<file path="src/rtl/pipeline_hazard_ctrl_pkg.sv">
// Shared types and constants for the pipeline hazard sequencer.
package pipeline_hazard_ctrl_pkg;

  // Sequencer modes; MEM_WAIT remembers whether it interrupted RUN or DRAIN
  typedef enum logic [1:0] {
    RUN      = 2'd0,
    MEM_WAIT = 2'd1,
    DRAIN    = 2'd2,
    HALTED   = 2'd3
  } ctrlState_e;

  // Advancing cycles spent draining before the pipeline counts as empty
  localparam int DRAIN_CYCLES = 4;
  localparam int DRAIN_CNT_W  = $clog2(DRAIN_CYCLES + 1);

  // x0 is hard-wired to zero, so a load targeting it never creates a hazard
  localparam logic [4:0] REG_ZERO = 5'd0;

  // True when a source operand is really read and names the load's destination
  function automatic logic srcHit(input logic uses, input logic [4:0] src,
                                  input logic [4:0] rd);
    return uses && (src == rd);
  endfunction

endpackage

</file>
<file path="src/rtl/pipeline_hazard_ctrl_sat_counter.sv">
// Saturating up-counter used for the stall and flush performance counters.
module sat_counter
  import pipeline_hazard_ctrl_pkg::*;
#(
  parameter int W = 16
) (
  input  logic         clk,
  input  logic         clear_i,
  input  logic         inc_i,
  output logic [W-1:0] count_o
);

  localparam logic [W-1:0] CNT_MAX = {W{1'b1}};

  logic [W-1:0] count_q;
  logic [W-1:0] count_d;

  // Clear wins over increment; the count sticks once it reaches all-ones
  always_comb begin
    count_d = count_q;
    if (clear_i) begin
      count_d = '0;
    end else if (inc_i && (count_q != CNT_MAX)) begin
      count_d = count_q + W'(1);
    end
  end

  // Count register
  always_ff @(posedge clk) begin
    count_q <= count_d;
  end

  assign count_o = count_q;

endmodule

</file>
<file path="src/rtl/pipeline_hazard_ctrl.sv">
// Central stall/flush sequencer for the 5-stage pipeline: load-use stalls,
// taken-branch flushes, data-memory waits and a debug halt/drain sequence.
module pipeline_hazard_ctrl
  import pipeline_hazard_ctrl_pkg::*;
#(
  parameter int CNT_W    = 16,
  parameter int MAX_WAIT = 255
) (
  input  logic             clk,
  input  logic             reset,
  input  logic [4:0]       id_rs1_i,
  input  logic [4:0]       id_rs2_i,
  input  logic             id_uses_rs1_i,
  input  logic             id_uses_rs2_i,
  input  logic             id_ex_memread_i,
  input  logic [4:0]       id_ex_rd_i,
  input  logic             branch_taken_i,
  input  logic             mem_req_i,
  input  logic             mem_ready_i,
  input  logic             halt_req_i,
  output logic             pc_write_o,
  output logic             if_id_write_o,
  output logic             if_id_flush_o,
  output logic             id_ex_flush_o,
  output logic             ex_mem_flush_o,
  output logic             pipe_hold_o,
  output logic             mem_wb_bubble_o,
  output logic             halt_ack_o,
  output logic             mem_timeout_o,
  output logic [CNT_W-1:0] stall_cycles_o,
  output logic [CNT_W-1:0] flush_count_o
);

  localparam int                     WAIT_W     = $clog2(MAX_WAIT + 1);
  localparam logic [WAIT_W-1:0]      WAIT_LIMIT = WAIT_W'(MAX_WAIT);
  localparam logic [DRAIN_CNT_W-1:0] DRAIN_LAST = DRAIN_CNT_W'(DRAIN_CYCLES - 1);

  ctrlState_e             state_q;
  ctrlState_e             state_d;
  ctrlState_e             retState_q;
  ctrlState_e             retState_d;
  logic [DRAIN_CNT_W-1:0] drainCnt_q;
  logic [DRAIN_CNT_W-1:0] drainCnt_d;
  logic [WAIT_W-1:0]      waitCnt_q;
  logic [WAIT_W-1:0]      waitCnt_d;
  logic                   timeout_q;
  logic                   timeout_d;

  ctrlState_e effState;
  logic       active;
  logic       freeze;
  logic       branch;
  logic       loadUse;
  logic       advance;

  // Classify the current cycle: freeze beats branch, branch beats load-use
  always_comb begin
    effState = (state_q == MEM_WAIT) ? retState_q : state_q;
    active   = (state_q != HALTED);
    freeze   = active && !mem_ready_i && ((state_q == MEM_WAIT) || mem_req_i);
    branch   = active && !freeze && branch_taken_i;
    loadUse  = active && !freeze && !branch && id_ex_memread_i &&
               (id_ex_rd_i != REG_ZERO) &&
               (srcHit(id_uses_rs1_i, id_rs1_i, id_ex_rd_i) ||
                srcHit(id_uses_rs2_i, id_rs2_i, id_ex_rd_i));
    advance  = active && !freeze && !loadUse;
  end

  // Pipeline register controls, combinational from state and inputs
  always_comb begin
    pc_write_o      = 1'b0;
    if_id_write_o   = 1'b0;
    if_id_flush_o   = 1'b0;
    id_ex_flush_o   = 1'b0;
    ex_mem_flush_o  = 1'b0;
    pipe_hold_o     = 1'b0;
    mem_wb_bubble_o = 1'b0;
    halt_ack_o      = 1'b0;
    if (reset) begin
      if_id_flush_o   = 1'b1;
      id_ex_flush_o   = 1'b1;
      ex_mem_flush_o  = 1'b1;
      mem_wb_bubble_o = 1'b1;
    end else if (state_q == HALTED) begin
      if_id_flush_o   = 1'b1;
      id_ex_flush_o   = 1'b1;
      ex_mem_flush_o  = 1'b1;
      mem_wb_bubble_o = 1'b1;
      halt_ack_o      = 1'b1;
    end else if (freeze) begin
      pipe_hold_o     = 1'b1;
      mem_wb_bubble_o = 1'b1;
    end else if (branch) begin
      pc_write_o      = 1'b1;
      if_id_write_o   = 1'b1;
      if_id_flush_o   = 1'b1;
      id_ex_flush_o   = 1'b1;
      ex_mem_flush_o  = 1'b1;
    end else if (loadUse) begin
      id_ex_flush_o   = 1'b1;
    end else if (effState == DRAIN) begin
      if_id_write_o   = 1'b1;
      if_id_flush_o   = 1'b1;
    end else begin
      pc_write_o      = 1'b1;
      if_id_write_o   = 1'b1;
    end
  end

  // Next-state logic for the mode FSM, drain progress and memory-wait watchdog
  always_comb begin
    state_d    = state_q;
    retState_d = retState_q;
    drainCnt_d = drainCnt_q;
    waitCnt_d  = waitCnt_q;
    timeout_d  = timeout_q;

    if (state_q == MEM_WAIT) begin
      if (waitCnt_q != WAIT_LIMIT) begin
        waitCnt_d = waitCnt_q + WAIT_W'(1);
      end
      if (waitCnt_d == WAIT_LIMIT) begin
        timeout_d = 1'b1;
      end
    end

    if (state_q == HALTED) begin
      if (!halt_req_i) begin
        state_d = RUN;
      end
    end else if (freeze) begin
      if (state_q != MEM_WAIT) begin
        state_d    = MEM_WAIT;
        retState_d = state_q;
        waitCnt_d  = '0;
      end
    end else if (effState == DRAIN) begin
      state_d = DRAIN;
      if (advance) begin
        if (drainCnt_q == DRAIN_LAST) begin
          state_d = HALTED;
        end else begin
          drainCnt_d = drainCnt_q + DRAIN_CNT_W'(1);
        end
      end
    end else begin
      state_d = RUN;
      if (halt_req_i && !loadUse) begin
        state_d    = DRAIN;
        drainCnt_d = '0;
      end
    end
  end

  // State registers; reset aborts any wait or drain straight back to RUN
  always_ff @(posedge clk) begin
    if (reset) begin
      state_q    <= RUN;
      retState_q <= RUN;
      drainCnt_q <= '0;
      waitCnt_q  <= '0;
      timeout_q  <= 1'b0;
    end else begin
      state_q    <= state_d;
      retState_q <= retState_d;
      drainCnt_q <= drainCnt_d;
      waitCnt_q  <= waitCnt_d;
      timeout_q  <= timeout_d;
    end
  end

  assign mem_timeout_o = timeout_q;

  sat_counter #(.W(CNT_W)) stallCounter (
    .clk     (clk),
    .clear_i (reset),
    .inc_i   (freeze || loadUse),
    .count_o (stall_cycles_o)
  );

  sat_counter #(.W(CNT_W)) flushCounter (
    .clk     (clk),
    .clear_i (reset),
    .inc_i   (branch),
    .count_o (flush_count_o)
  );

endmodule

</file>
<file path="config.mk">
export PLATFORM = sky130hd
export DESIGN_NAME = pipeline_hazard_ctrl
export DESIGN_NICKNAME = d
export VERILOG_FILES = /design/src/rtl/pipeline_hazard_ctrl_pkg.sv /design/src/rtl/pipeline_hazard_ctrl_sat_counter.sv /design/src/rtl/pipeline_hazard_ctrl.sv
export SDC_FILE = /design/constraint.sdc
export NUM_CORES = 1
export LEC_CHECK = 0
export CAP_MARGIN = 15
export CORE_MARGIN = 2
export CORE_UTILIZATION = 40
export CTS_CLUSTER_SIZE = 16
export DETAILED_ROUTE_END_ITERATION = 8
export GPL_ROUTABILITY_DRIVEN = 0
export PLACE_DENSITY = 0.67
export SLEW_MARGIN = 40
export SYNTH_ARGS = -nofsm -noshare
export SYNTH_HDL_FRONTEND = slang
export SYNTH_SLANG_ARGS = --single-unit
</file>
<file path="constraint.sdc">
create_clock -name clk -period 4.9 [get_ports clk]
set_input_delay 0.735 -clock clk [delete_from_list [all_inputs] [get_ports clk]]
set_output_delay 0.735 -clock clk [all_outputs]
set_load 0.1 [all_outputs]
</file>
==> reports/results.tsv <==
metric	value	unit
synth.top_cell.area_share	0.362	
ant_nets	0	
post-dp-hpwl	4820	um
cts_setup_buffers	0	
slew_violations	0	
path_buf_inv	2	
yosys_warnings	0	
finalPower	830	uW
synth-edff-count	0	
synth-xor-area-share	0.0793	
cts_tree	done	
syn-cell-area	2650	um2
start_kind	primary input	
routedLengthMet1	2980	um
die_h	85.4	um
ir_drop	0.000129	V
layout-area-overhead-vs-synth	23.0	%
cp.required	4.16	ns
crit_chain	clkdlybuf4s50_1 > or4_1 > nor2_1 > and4bb_4 > a21boi_4 > a21o_1 > buf_4	
layout.nets	409	
wl_per_cell	14.1	um
wirelength	6440	um
finalClockSkew	0.00621	ns
period_share	0.751	
wl_met3	389	um
regArea	961	um2
critPathKind	primary input to output port	
gr-usage-all-layers	0.180	
antenna_found_initial	0	
cts.sinks	48	
crit_family	simple AND/OR/NAND/NOR gates	
cts_buffer_depth	2	
max_freq	272	MHz
drive_above_1_share	0.160	
cap_violations	0	
start_util	0.415	
ctsHoldBuffers	0	
drc_errors	0	
synth_area_per_cell	8.31	um2
synthAdderAreaFrac	0.0236	
postCtsResizedCells	0	
ys_seq_area_frac	0.362	
min_period	3.68	ns
cp_max_fo	15	
drtPass1Iterations	4	
fin_tns_setup	0	ns
syn_nets	348	
powerDensity	254	nW/um2
vias_per_cell	5.49	
drt_iter0_drc	119	
synth-seq-cells	48	
yosys-top-cells-area	dfxtp_1 (36%), xnor2_1 (6.6%), a21oi_1 (5.3%), nor2_1 (5.0%), nand2_1 (4.1%)	
dieArea	7300	um2
cts_root_buffer	clkbuf_8	
synth.area.mux_share	0.0212	
diodes	0	
io_buffers	64	
worstHoldPathType	register to register	
synth_compound_area_frac	0.204	
finalSetupViolations	0	
clkSlewWorstSetupHoldPaths	0.09	ns
dr_total_vias	2515	
slowest_stage	or4_1	
grt_pass1_vias	2366	
synth_top_family_by_area	simple AND/OR/NAND/NOR gates	
status	complete, no violations	
h-tree-depth	2	
num_rows	29	
multi_input_area	1590	um2
coreArea	6390	um2
grt-ovfl-total	0	
synth_simple_gate_area_frac	0.267	
slowest_delay	0.54	ns
cts_made_buffers	5	
p_leak	0.00122	uW
yosysTopAreaCell	dfxtp_1	
clk_latency	0.30	ns
top_layer_used	met4	
die_width	85.4	um
synthFlopType	dfxtp_1	
synth.distinct_cells	54	
dr_wl_met2	3040	um
grt_pass1_wl	10900	um
nFillCells	636	
arrival	2.94	ns
io_pins	65	
grt_max_degree	31	
cp-end-kind	output port	
rsz0062_at_grt	false	
relSlewSlack	0.559	
yosysMostFrequentCell	dfxtp_1	
worst_pin_slew	0.659	ns
async_flop_share	0	
hold_violations	0	
synth_top_cells_by_count	dfxtp_1 (48), nor2_1 (35), nand2_1 (29)	
netlist_instances	319	
[cell families (layout without fill, tap and decap cells)]
family                   after synthesis  count (layout)
AO/OA/AOI/OAI                         77              77
XOR/XNOR                              24              24
adder cells (fa/ha/maj)                5               5
buffers and inverters                 26              88
flip-flops                            48              48
multiplexers                           5               5
AND/OR/NAND/NOR                      134             134
[cell usage in the layout (no fill, tap or decap), types with 14 or more instances in the layout]
cell	count
inv_1	15
a21oi_1	27
clkdlybuf4s50_1	23
nand2_1	29
nor2_1	35
nand3_1	14
xnor2_1	20
buf_2	33
dfxtp_1	48
[worst min-delay path, cell delays in order, from the launching register on]
cell	delay, ns
dfxtp_1	0.30
inv_1	0.06
nor2_1	0.04
[metrics by stage]
| stage | utilization | std cells | worst slack, ns | hold slack [ns] | area [um2] |
|---|---|---|---|---|---|
| 5_1_grt | 0.511 | 458 | 1.12 | 0.472 | 3260 |
| 2_1_floorplan | - | 319 | 0.482 | 0.415 | 2660 |
| 3_5_place_dp | 0.496 | 450 | 1.23 | 0.431 | 3170 |
| 6_report | 0.511 | 458 | 1.22 | 0.443 | 3260 |
| 3_3_place_gp | 0.520 | 450 | 1.26 | 0.431 | 3320 |
| 4_1_cts | 0.511 | 458 | 1.23 | 0.443 | 3260 |
[routing by layer]
layer	GRT usage	vias up
met3	0.0525	2
met5	0	-
met1	0.228	1170
li1	-	1282
met4	0.0476	0
met2	0.300	61
[power breakdown]
part,switching [uW],internal [uW]
logic,120,54.6
clock network,133,115
registers,10.5,397
[final timing paths]
check / start / to / slack (ns) / cells past startpoint
worst min-delay path: retState_q[0] / retState_q[0] / 0.44 / 2
worst min register to register: retState_q[0] / retState_q[0] / 0.44 / 2
worst max register to register: waitCnt_q[0] / waitCnt_q[2] / 2.76 / 7
worst max-delay path: id_ex_rd_i[1] / if_id_flush_o / 1.22 / 7
[sequential cells by signal, indices dropped and copies added, names as in the netlist]
register and cells:
waitCnt_q 8, stallCounter.count_o 16, retState_q 2, drainCnt_q 3, mem_timeout_o 1, flushCounter.count_o 16, state_q 2
[layout make-up]
cell class                 instances  share of cell area
sequential                        48               0.295
clock inverter                     1             0.00230
multi-input combinational        245               0.488
tap                               77              0.0295
timing repair buffer              65               0.142
inverter                          15              0.0173
clock buffer                       7              0.0265
Note: power is estimated with default switching activity, not from simulation.
